--- src/rtl/peripheral_gcd.sv ---
// Chip-select bus peripheral that computes the GCD of two unsigned operands
// with the binary (Stein) algorithm, one step per clock.
module peripheral_gcd #(
  parameter int WIDTH = 16
) (
  input  logic             clk,
  input  logic             reset,
  input  logic [WIDTH-1:0] d_in,
  input  logic             cs,
  input  logic [4:0]       addr,
  input  logic             rd,
  input  logic             wr,
  output logic [31:0]      d_out
);

  localparam int KW = $clog2(WIDTH) + 1;

  localparam logic [4:0] ADDR_A      = 5'h04;
  localparam logic [4:0] ADDR_B      = 5'h08;
  localparam logic [4:0] ADDR_INIT   = 5'h0C;
  localparam logic [4:0] ADDR_RESULT = 5'h10;
  localparam logic [4:0] ADDR_STATUS = 5'h14;

  typedef enum logic [2:0] {
    S_IDLE,
    S_CHECK,
    S_SHIFT,
    S_LOOP,
    S_DONE
  } state_t;

  state_t           state_q, state_d;
  logic [WIDTH-1:0] a_q, b_q;
  logic [WIDTH-1:0] x_q, x_d, y_q, y_d;
  logic [WIDTH-1:0] result_q, result_d;
  logic [KW-1:0]    k_q, k_d;
  logic             busy_q, busy_d, done_q, done_d;

  logic        wr_en;
  logic        init_start;
  logic [31:0] rd_data;

  assign wr_en      = cs & wr;
  assign init_start = wr_en && (addr == ADDR_INIT) && d_in[0];

  // NOTE: every variable assigned in an always_comb gets a default first, so no path infers a latch.
  always_comb begin
    rd_data = '0;
    unique case (addr)
      ADDR_A:      rd_data = 32'(a_q);
      ADDR_B:      rd_data = 32'(b_q);
      ADDR_RESULT: rd_data = 32'(result_q);
      ADDR_STATUS: rd_data = {30'b0, busy_q, done_q};
      default:     rd_data = '0;
    endcase
  end

  always_comb begin
    state_d  = state_q;
    x_d      = x_q;
    y_d      = y_q;
    k_d      = k_q;
    result_d = result_q;
    busy_d   = busy_q;
    done_d   = done_q;

    unique case (state_q)
      S_CHECK: begin
        if (x_q == '0 || y_q == '0) begin
          result_d = x_q | y_q;
          state_d  = S_DONE;
        end else if (x_q[0] | y_q[0]) begin
          state_d = S_LOOP;
        end else begin
          state_d = S_SHIFT;
        end
      end
      S_SHIFT: begin
        x_d = x_q >> 1;
        y_d = y_q >> 1;
        k_d = k_q + KW'(1);
        // Bit 1 becomes the new LSB: leave once either shifted value is odd.
        if (x_q[1] | y_q[1]) state_d = S_LOOP;
      end
      S_LOOP: begin
        if (x_q == '0) begin
          result_d = y_q << k_q;
          state_d  = S_DONE;
        end else if (!x_q[0]) begin
          x_d = x_q >> 1;
        end else if (!y_q[0]) begin
          y_d = y_q >> 1;
        end else if (x_q >= y_q) begin
          x_d = x_q - y_q;
        end else begin
          y_d = y_q - x_q;
        end
      end
      S_DONE: begin
        busy_d  = 1'b0;
        done_d  = 1'b1;
        state_d = S_IDLE;
      end
      default: ;
    endcase

    // A start request wins over whatever step was in flight.
    if (init_start) begin
      x_d     = a_q;
      y_d     = b_q;
      k_d     = '0;
      busy_d  = 1'b1;
      done_d  = 1'b0;
      state_d = S_CHECK;
    end
  end

  // NOTE: sequential state uses non-blocking assignments so every register samples pre-edge values.
  always_ff @(posedge clk) begin
    if (reset) begin
      state_q  <= S_IDLE;
      a_q      <= '0;
      b_q      <= '0;
      x_q      <= '0;
      y_q      <= '0;
      k_q      <= '0;
      result_q <= '0;
      busy_q   <= 1'b0;
      done_q   <= 1'b0;
      d_out    <= '0;
    end else begin
      state_q  <= state_d;
      x_q      <= x_d;
      y_q      <= y_d;
      k_q      <= k_d;
      result_q <= result_d;
      busy_q   <= busy_d;
      done_q   <= done_d;
      if (wr_en && addr == ADDR_A) a_q <= d_in;
      if (wr_en && addr == ADDR_B) b_q <= d_in;
      if (cs && rd) d_out <= rd_data;
    end
  end

endmodule

--- config.mk ---
export PLATFORM = sky130hd
export DESIGN_NAME = peripheral_gcd
export DESIGN_NICKNAME = d
export VERILOG_FILES = /design/src/rtl/peripheral_gcd.sv
export SDC_FILE = /design/constraint.sdc
export NUM_CORES = 1
export LEC_CHECK = 0
export CAP_MARGIN = 20
export CORE_UTILIZATION = 60
export CTS_CLUSTER_DIAMETER = 30
export DETAILED_ROUTE_END_ITERATION = 7
export PLACE_DENSITY_LB_ADDON = 0.12
export SYNTH_ARGS = -nofsm -noshare
export SYNTH_HDL_FRONTEND = slang
export SYNTH_SLANG_ARGS = --single-unit
--- constraint.sdc ---
create_clock -name clk -period 4 [get_ports clk]
set_input_delay 0.8 -clock clk [delete_from_list [all_inputs] [get_ports clk]]
set_output_delay 0.8 -clock clk [all_outputs]
set_load 0.1 [all_outputs]
* Yosys cells after proc, flatten, opt, wreduce, memory -nomap -nowiden
Cells that the tools add are included.
** Operators by class
- $add $sub $neg :: 3
- Magnitude comparators :: 1
- Equality and inequality tests :: 19
- Shift-type cells :: 1
- Multiplexer cells :: 24
- Bitwise logic cells :: 4
- Reduce and logical (&&, ||, !) cells :: 21
** Operator list (count)
- two-way mux 16 bit :: 12
- case mux 16 bit (2 select lines) :: 3
- case mux 16 bit (4 select lines) :: 1
- zero test 16 bit :: 2
- subtractor 16 bit :: 2
- greater-or-equal comparator 16 bit :: 1
- bitwise OR 16 bit :: 1
- left shift 16 x 5 -> 16 bit :: 1
- != test 3 bit (second input constant) :: 4
- != test 4 bit (second input constant) :: 3
- case mux 3 bit (4 select lines) :: 1
- AND reduction 3 bit :: 4
- equality test 5 x 4 -> 1 bit (second input constant) :: 2
- equality test 5 bit (second input constant) :: 2
- two-way mux 3 bit :: 3
- AND reduction 4 bit :: 2
- equality test 3 x 2 -> 1 bit (second input constant) :: 2
- != test 2 bit (second input constant) :: 3
- adder 5 x 1 -> 5 bit (second input constant) :: 1
- equality test 5 x 3 -> 1 bit (second input constant) :: 1
- logical AND 1 bit :: 5
- nonzero test 5 bit :: 1
- two-way mux 1 bit :: 4
- nonzero test 2 bit :: 2
- 9 further kinds :: 10
** Storage, ports and cells
- Flip-flop bits (word level) :: 122
- Input port bits :: 26
- Output and inout bits :: 32
- Logic and storage cells :: 86

* Logic depth before layout (Yosys ltp)
Gate-level depths: netlist of the first run.
- Word-level depth :: 7
- Gate-level depth with buffers :: 15
- Gate-level depth less buffers :: 12

* Least setup slack after synthesis of the first run
OpenSTA, ideal clock, no wires.
- Path kind :: flip-flop to flip-flop
- Start point :: register x_q[0]
- End point :: register y_q[15]
- Library setup time :: 119 ps
- Data arrival time :: 2681 ps
- Required time :: 3881 ps
- Setup slack :: 1200 ps
- Cell stages (with the launch flop) :: 14
- Buffers on the path :: 2
- Clock period less this slack :: 2800 ps
- Cell sequence :: dfxtp_1 > buf_2 > inv_1 > ha_1 > inv_1 > fa_1 > nor2b_1 > o221ai_2 > a22oi_2 > o21ai_2 > o21a_4 > a311o_1 > buf_4 > o221a_1
** On the way
- Word-level cells in the longest chain between the ends :: 7
- Elaborated cells between the ends (all ways) :: 13
- Those cells by class :: add/sub (1); order compare (1); eq/ne (3); mux (6); reduce/logical (2)
** Ends and longest elaborated chain
- start: declaration :: RTL line 34 : logic [WIDTH-1:0] x_q, x_d, y_q, y_d;
- start signal: assignment :: RTL line 124 : x_q <= '0;
- start signal: assignment :: RTL line 133 : x_q <= x_d;
- subtractor 16 bit :: RTL line 96 : y_d = y_q - x_q;
- two-way mux 16 bit :: RTL line 93 : end else if (x_q >= y_q) begin
- two-way mux 16 bit :: RTL line 91 : end else if (!y_q[0]) begin
- two-way mux 16 bit :: RTL line 89 : end else if (!x_q[0]) begin
- two-way mux 16 bit :: RTL line 86 : if (x_q == '0) begin
- case mux 16 bit (2 select lines) :: RTL line 67 : unique case (state_q)
- two-way mux 16 bit :: RTL line 108 : if (init_start) begin
- end signal: assignment :: RTL line 134 : y_q <= y_d;
- end: declaration :: RTL line 34
Parallel ways exist; a longest one is shown, timed or not. The select of a mux whose other input is x is not followed.
A chain may end at the register's enable or synchronous reset.

* Worst setup path in the final report of the first run
- Start point :: register x_q[0]
- End point :: register y_q[8]
The elaborated chain is that of the path after synthesis.

==> qor.yml, run 1 <==
power:
  leakagePower_nw: 2.79
  p_per_area_nw_per_um2: 253
  peakVddDrop_mv: 0.206
floorplan:
  core_area_um2: 12200
  boundaryPins: 58
  die_h_um: 114
  fp.dieW_um: 114
  die_area_um2: 13100
  initial_core_util_pct: 62.2
  rows: 40
timing:
  setup_tns_ns: 0
  setup_viol: 0
  min_period_ns: 3.50
  max-slew-margin-rel_pct: 29.5
  fin_crit_sh_pct: 87.4
  hold_viol: 0
  rsz0062_at_grt: "no"
  worst_pin_slew_ns: 1.06
  finalMaxSlewViolations: 0
  finClkSkew_ns: 0.0102
  worst_slack_ns: 0.503
  fmax_ghz: 0.286
placement:
  io_buffers: 41
  dp_hpwl_um: 18000
  place_congestion: 1.00
  dp_slack_ns: 0.588
grt:
  grt.overflow.total: 0
  grt_pass1_vias: 6601
  grt_usage_pct: 36.9
  grt_max_degree: 94
  antenna_found_initial: 0
  grt_pass1_wl_um: 36500
critical_path:
  cp_num_buf_inv: 2
  worstPathArrival_ns: 3.76
  ff2ff_setup_slack_ns: 0.50
  critPathLaunch: "x_q[0]$_SDFFE_PP0P_"
  timing.rr.start: "x_q[0]$_SDFFE_PP0P_"
  worst_setup_path_end_kind: "flip-flop"
  cp_max_fo: 16
  cp_top_family: "compound AO/OA/AOI/OAI gates"
  cpPeakStageDelay_ns: 0.78
  cp.depth: 12
  reg2reg_to: "y_q[8]$_SDFFE_PP0P_"
  crit_end: "y_q[8]$_SDFFE_PP0P_"
  slowest_stage: "a311oi_4"
  cp-start-kind: "flip-flop"
  r2r_cells: 12
  required_ns: 4.27
  crit_path_frequent_cell: "inv_1"
  critPathKind: "reg -> reg"
  path_cells: "inv_1 > ha_1 > inv_1 > fa_1 > nor2b_1 > o221ai_2 > a22oi_2 > o21ai_2 > o21a_4 > a311oi_4 > nand3_1 > o31ai_1"
clocking:
  cts_hold_buf: 0
  clock_path_buffers: 2
  root_buffer: "clkbuf_16"
  cts_tree: "done"
  clkTransAtPathRegs_ns: 0.07
  clock_sinks: 106
  h-tree-depth: 3
  postCtsSetupBuffers: 0
  cts-resized-gates: 0
  cts_buffers: 9
  clock_latency_ns: 0.36
synth:
  synth_edf_count: 0
  synth_cells: 985
  synth_seq_cells: 106
  ys_types: 80
  synth_flop_cell: "dfxtp_1"
  synth_area_um2: 7570
  ys_warn_count: 0
  avgSynthCellArea_um2: 7.69
  ys_async_sr_fraction_pct: 0
  synth-seq-area-share_pct: 28.0
detailed_routing:
  drt_iter0_markers: 893
  ant_nets: 0
  firstDrtPassIters: 6
  wl_um: 23600
  routedWlPerCell_um: 20.2
  via_per_inst: 6.38
  drc_errors: 0
  vias: 7442
final_layout:
  nFillCells: 1071
  layout.nets: 1070
  antennaDiodeCount: 0
  post-route-util_pct: 68.3
  layout-drive-gt1-share_pct: 8.91
  area_growth_syn_to_layout_pct: 9.69
run_status:
  outcome: "finished, final reports clean"
worst_hold_path:
  min_path_type: "reg -> reg"
flow_run:
  cap_violations: 0
-- flip-flops by register name, summed over array words and instances, names as in the netlist --
register	flops
y_q	16
done_q	1
k_q	5
d_out	16
state_q	3
result_q	16
x_q	16
b_q	16
busy_q	1
a_q	16
-- placed cells by master (no fill, tap or decap), types with 10 or more instances in the layout --
| master | count |
|---|---|
| nor2_1 | 110 |
| conb_1 | 16 |
| a21oi_1 | 122 |
| mux2i_1 | 17 |
| nand3_1 | 19 |
| a211oi_1 | 16 |
| o211ai_1 | 21 |
| nand4_1 | 11 |
| inv_1 | 51 |
| ha_1 | 48 |
| o21ai_0 | 27 |
| clkdlybuf4s50_1 | 40 |
| xnor2_1 | 24 |
| a222oi_1 | 14 |
| nand2_1 | 125 |
| dfxtp_1 | 106 |
| a31oi_1 | 10 |
| o31ai_1 | 16 |
| buf_4 | 24 |
-- worst min-delay path, cell delays in order, from the launching register on --
cell     delay [ns]
dfxtp_1        0.32
nand2_1        0.05
a21oi_1        0.06
-- where the power goes --
part           internal, mW  switching (mW)
clock network         0.488           0.407
registers              1.06         0.00224
logic                0.0311           0.113
total                  1.58           0.522
-- Yosys cell counts (all sizes together), types with 4 or more instances --
library cell / instances / area share (%)
nand2: 129 / 6.5
a21oi: 125 / 8.4
nor2: 116 / 6.0
dfxtp: 106 / 28
inv: 54 / 2.7
clkbuf: 49 / 2.4
ha: 48 / 7.9
o21ai: 36 / 2.5
buf: 33 / 3.0
xnor2: 24 / 2.8
o211ai: 21 / 2.1
nand3: 19 / 1.3
a211oi: 18 / 1.9
mux2i: 17 / 2.2
o31ai: 17 / 1.9
a222oi: 14 / 1.9
nand4: 11 / 0.91
a31oi: 10 / 0.83
nor2b: 10 / 0.86
nor3: 10 / 0.79
nor4: 10 / 1.0
a221oi: 8 / 1.1
nand2b: 7 / 0.58
o21bai: 7 / 0.69
xor2: 7 / 0.81
o41ai: 6 / 0.89
a22oi: 5 / 0.56
a311oi: 5 / 0.89
mux4: 5 / 1.5
o221ai: 5 / 0.66
o22ai: 5 / 0.41
o311ai: 5 / 0.58
or2: 5 / 0.41
and3: 4 / 0.33
mux2: 4 / 0.59
or3: 4 / 0.33
-- per-stage QoR --
step | power [mW] | hold slack (ns) | area (um^2) | std cells
4_1_cts | 2.09 | 0.476 | 8300 | 1167
2_1_floorplan | 1.20 | 0.431 | 7630 | 1000
3_5_place_dp | 1.23 | 0.462 | 8020 | 1151
6_report | 2.10 | 0.476 | 8300 | 1167
5_1_grt | 2.15 | 0.499 | 8300 | 1167
3_3_place_gp | 1.23 | 0.442 | 8020 | 1151
-- cell type report --
type,count,area [um^2],share of cell area (%)
multi-input cells,757,4890,58.9
flip-flops and latches,106,2120,25.6
repair buffers,65,586,7.05
clock buffers,12,236,2.85
well taps,168,210,2.53
inverters,55,206,2.49
clock inverters,4,51.3,0.618
-- per-layer routing --
metal,GRT usage (%),vias up,share of wire [%]
li1,-,3492,-
met1,51.4,3449,42
met2,55.8,438,44
met3,7.94,63,11
met4,13.8,0,3.9
met5,0,-,0
-- logic make-up after synthesis --
group | Yosys count | synth area share [%]
and+or+nand+nor | 331 | 19.7
buffers and inverters | 137 | 8.13
xor gates and xnor gates | 31 | 3.59
other | 1 | 0.0495
DFF | 106 | 28.0
adders and majority gates | 50 | 8.46
muxes | 26 | 4.33
AOI/OAI and AO/OA | 303 | 27.7
-- worst min-delay path by stage --
stage,startpoint,slack (ns),endpoint,cells past startpoint
after floorplan,done_q$_SDFFE_PP0P_,0.43,done_q$_SDFFE_PP0P_,2
after global placement,busy_q$_SDFFE_PP0P_,0.44,busy_q$_SDFFE_PP0P_,2
after detailed placement,done_q$_SDFFE_PP0P_,0.46,done_q$_SDFFE_PP0P_,2
after CTS,a_q[0]$_SDFFE_PP0P_,0.48,a_q[0]$_SDFFE_PP0P_,2
after global routing,busy_q$_SDFFE_PP0P_,0.50,busy_q$_SDFFE_PP0P_,2
final,busy_q$_SDFFE_PP0P_,0.48,busy_q$_SDFFE_PP0P_,2
Note: power is estimated with default switching activity, not from simulation.
==> run 2, diff against run 1 <==
CORE_UTILIZATION = 40   (was 60)
==> run 2 against run 1 <==
  * Register-to-register slack barely moved
  * Via count fell by 1.3%
  * Power rose by 1.7%
  * Largest power group unchanged
  * Hold slack got worse by 0.0068 ns
  * Setup slack got worse by 0.00065 ns
  * Utilization fell by 22 points
  * Critical endpoint is now y_q[4]$_SDFFE_PP0P_
  * Combinational power barely moved
  * Clock skew fell by 0.0051 ns
  * Sequential power barely moved
  * Fmax barely moved
  * Die area rose by 49%
  * Non-clock buffer count rose by 4
==> qor.yml, run 2 (same netlist as run 1, synthesis figures left out) <==
run_status:
  outcome: "finished, final reports clean"
floorplan:
  rows: 49  # +23%
  fp.dieW_um: 140  # +22%
  boundaryPins: 58  # unchanged
  die_h_um: 140  # +22%
  die_area_um2: 19500  # +49%
  core_area_um2: 18300  # +50%
  initial_core_util_pct: 41.4  # -21 points
power:
  p_per_area_nw_per_um2: 253  # +0.23%
  p_sw_share_pct: 24.6  # -0.27 points
  leakagePower_nw: 2.82  # +1.1%
  p_int_mw: 1.61  # +2.1%
  peakVddDrop_mv: 0.227  # +10%
  clkPwrFrac_pct: 43.6  # +0.9 points
  combPwrFrac_pct: 6.8  # about the same
  p_switching_uw: 526  # +0.64%
  seqPwrFrac_pct: 49.6  # -0.9 points
grt:
  grt_pass1_vias: 6711  # +1.7%
  grt_pass1_wl_um: 39900  # +9.3%
  grt_max_degree: 94  # unchanged
  antenna_found_initial: 0  # unchanged
  grt.overflow.total: 0  # unchanged
  grt_usage_pct: 27.0  # -9.9 points
final_layout:
  final_common_cell: "nand2_1"
  layout-drive-gt1-share_pct: 9.38  # +0.47 points
  post-route-util_pct: 46.1  # -22 points
  antennaDiodeCount: 0  # unchanged
  layout.nets: 1074  # +0.37%
  area_growth_syn_to_layout_pct: 11.3
  final_cell_mix: "125 x nand2_1, 122 x a21oi_1, 110 x nor2_1, 106 x dfxtp_1, 51 x inv_1"
  nFillCells: 1860  # +74%
critical_path:
  cp-start-kind: "flip-flop"
  required_ns: 4.28  # about the same
  cp_max_fo: 16  # unchanged
  critPathKind: "reg -> reg"
  worstPathArrival_ns: 3.78  # +0.02 ns
  worst_setup_path_end_kind: "flip-flop"
timing:
  setup_viol: 0  # unchanged
  worst_slack_ns: 0.502  # -0.000649 ns
  rsz0062_at_grt: "no"
  fmax_ghz: 0.286  # about the same
  max-slew-margin-rel_pct: 27.7  # -1.9 points
  setup_tns_ns: 0  # unchanged
  fin_crit_sh_pct: 87.4  # about the same
  finClkSkew_ns: 0.00514  # -0.00511 ns
  min_period_ns: 3.50  # +0.000649 ns
  finalMaxSlewViolations: 0  # unchanged
  worst_pin_slew_ns: 1.08  # +0.0278 ns
  hold_viol: 0  # unchanged
clocking:
  clock_sinks: 106  # unchanged
  clock_latency_ns: 0.36  # about the same
  postCtsSetupBuffers: 0  # unchanged
  clkTransAtPathRegs_ns: 0.07  # about the same
  cts-resized-gates: 0  # unchanged
  h-tree-depth: 3  # unchanged
  cts_tree: "done"
  clock_path_buffers: 2  # unchanged
  root_buffer: "clkbuf_16"
  cts_buffers: 9  # unchanged
  cts_hold_buf: 0  # unchanged
placement:
  place_congestion: 0.950  # -5.2%
  io_buffers: 41  # unchanged
  dp_slack_ns: 0.593  # +0.00531 ns
  dp_hpwl_um: 20000  # +11%
detailed_routing:
  via_per_inst: 5.97  # -6.4%
  drc_errors: 0  # unchanged
  vias: 7344  # -1.3%
  routedWlPerCell_um: 21.0  # +4.1%
  firstDrtPassIters: 6  # unchanged
  wl_um: 25900  # +9.8%
  drt_iter0_markers: 911  # +2.0%
  ant_nets: 0  # unchanged
worst_hold_path:
  min_path_type: "reg -> reg"
flow_run:
  cap_violations: 0  # unchanged
==> run 2: cell count changes in the layout (fill, tap and decap cells not counted) <==
cell        before  now
clkbuf_1         3    1
clkinv_2         1    0
clkinv_4         0    1
buf_4           24   29
clkbuf_8         0    2
buf_2            1    0
clkinvlp_4       1    0
==> run 2: routing by layer <==
metal  global-route usage [%]  wire (um)
met1                     37.5      11600
met2                     40.9      11400
met3                     4.54       1750
met4                     11.9       1090
met5                        0          0
==> run 2: critical path: stages, from the launching register on <==
cell      delay, ns
dfxtp_1        0.57
inv_1          0.12
ha_1           0.24
inv_1          0.07
fa_1           0.21
nor2b_1        0.22
o221ai_2       0.15
a22oi_2        0.36
o21ai_2        0.09
o21a_4         0.30
a311oi_4       0.80
nand2_1        0.13
a21oi_1        0.14
==> run 2: final cells by class <==
class | instances | area [um^2] | area share [%]
inverter | 55 | 206 | 2.45
timing repair buffer | 69 | 618 | 7.33
sequential | 106 | 2120 | 25.2
clock inverter | 3 | 47.5 | 0.564
multi-input combinational | 757 | 4890 | 58.0
tap | 229 | 287 | 3.40
clock buffer | 12 | 256 | 3.04
==> run 2: metrics by stage <==
stage	hold WS (ns)	area, um^2	cells	power (mW)
floorplan	0.431	7630	1000	1.20
global placement	0.453	8120	1216	1.23
detailed placement	0.459	8120	1216	1.23
CTS	0.468	8430	1231	2.15
global route	0.476	8430	1231	2.20
finish	0.469	8430	1231	2.13
==> run 2: worst paths after layout <==
kind	start	to	slack, ns	depth (start not counted)
worst max register to register	x_q[0]$_SDFFE_PP0P_	y_q[4]$_SDFFE_PP0P_	0.50	12
worst max-delay path	x_q[0]$_SDFFE_PP0P_	y_q[4]$_SDFFE_PP0P_	0.50	12
worst min-delay path	busy_q$_SDFFE_PP0P_	busy_q$_SDFFE_PP0P_	0.47	2
worst min register to register	busy_q$_SDFFE_PP0P_	busy_q$_SDFFE_PP0P_	0.47	2
==> run 2: power by group through the flow <==
stage | combinational [mW] | clock, mW | sequential (mW)
floorplan | 0.113 | 0 | 1.08
global placement | 0.147 | 0 | 1.08
detailed placement | 0.146 | 0 | 1.08
CTS | 0.146 | 0.947 | 1.06
global route | 0.154 | 0.992 | 1.06
finish | 0.146 | 0.930 | 1.06
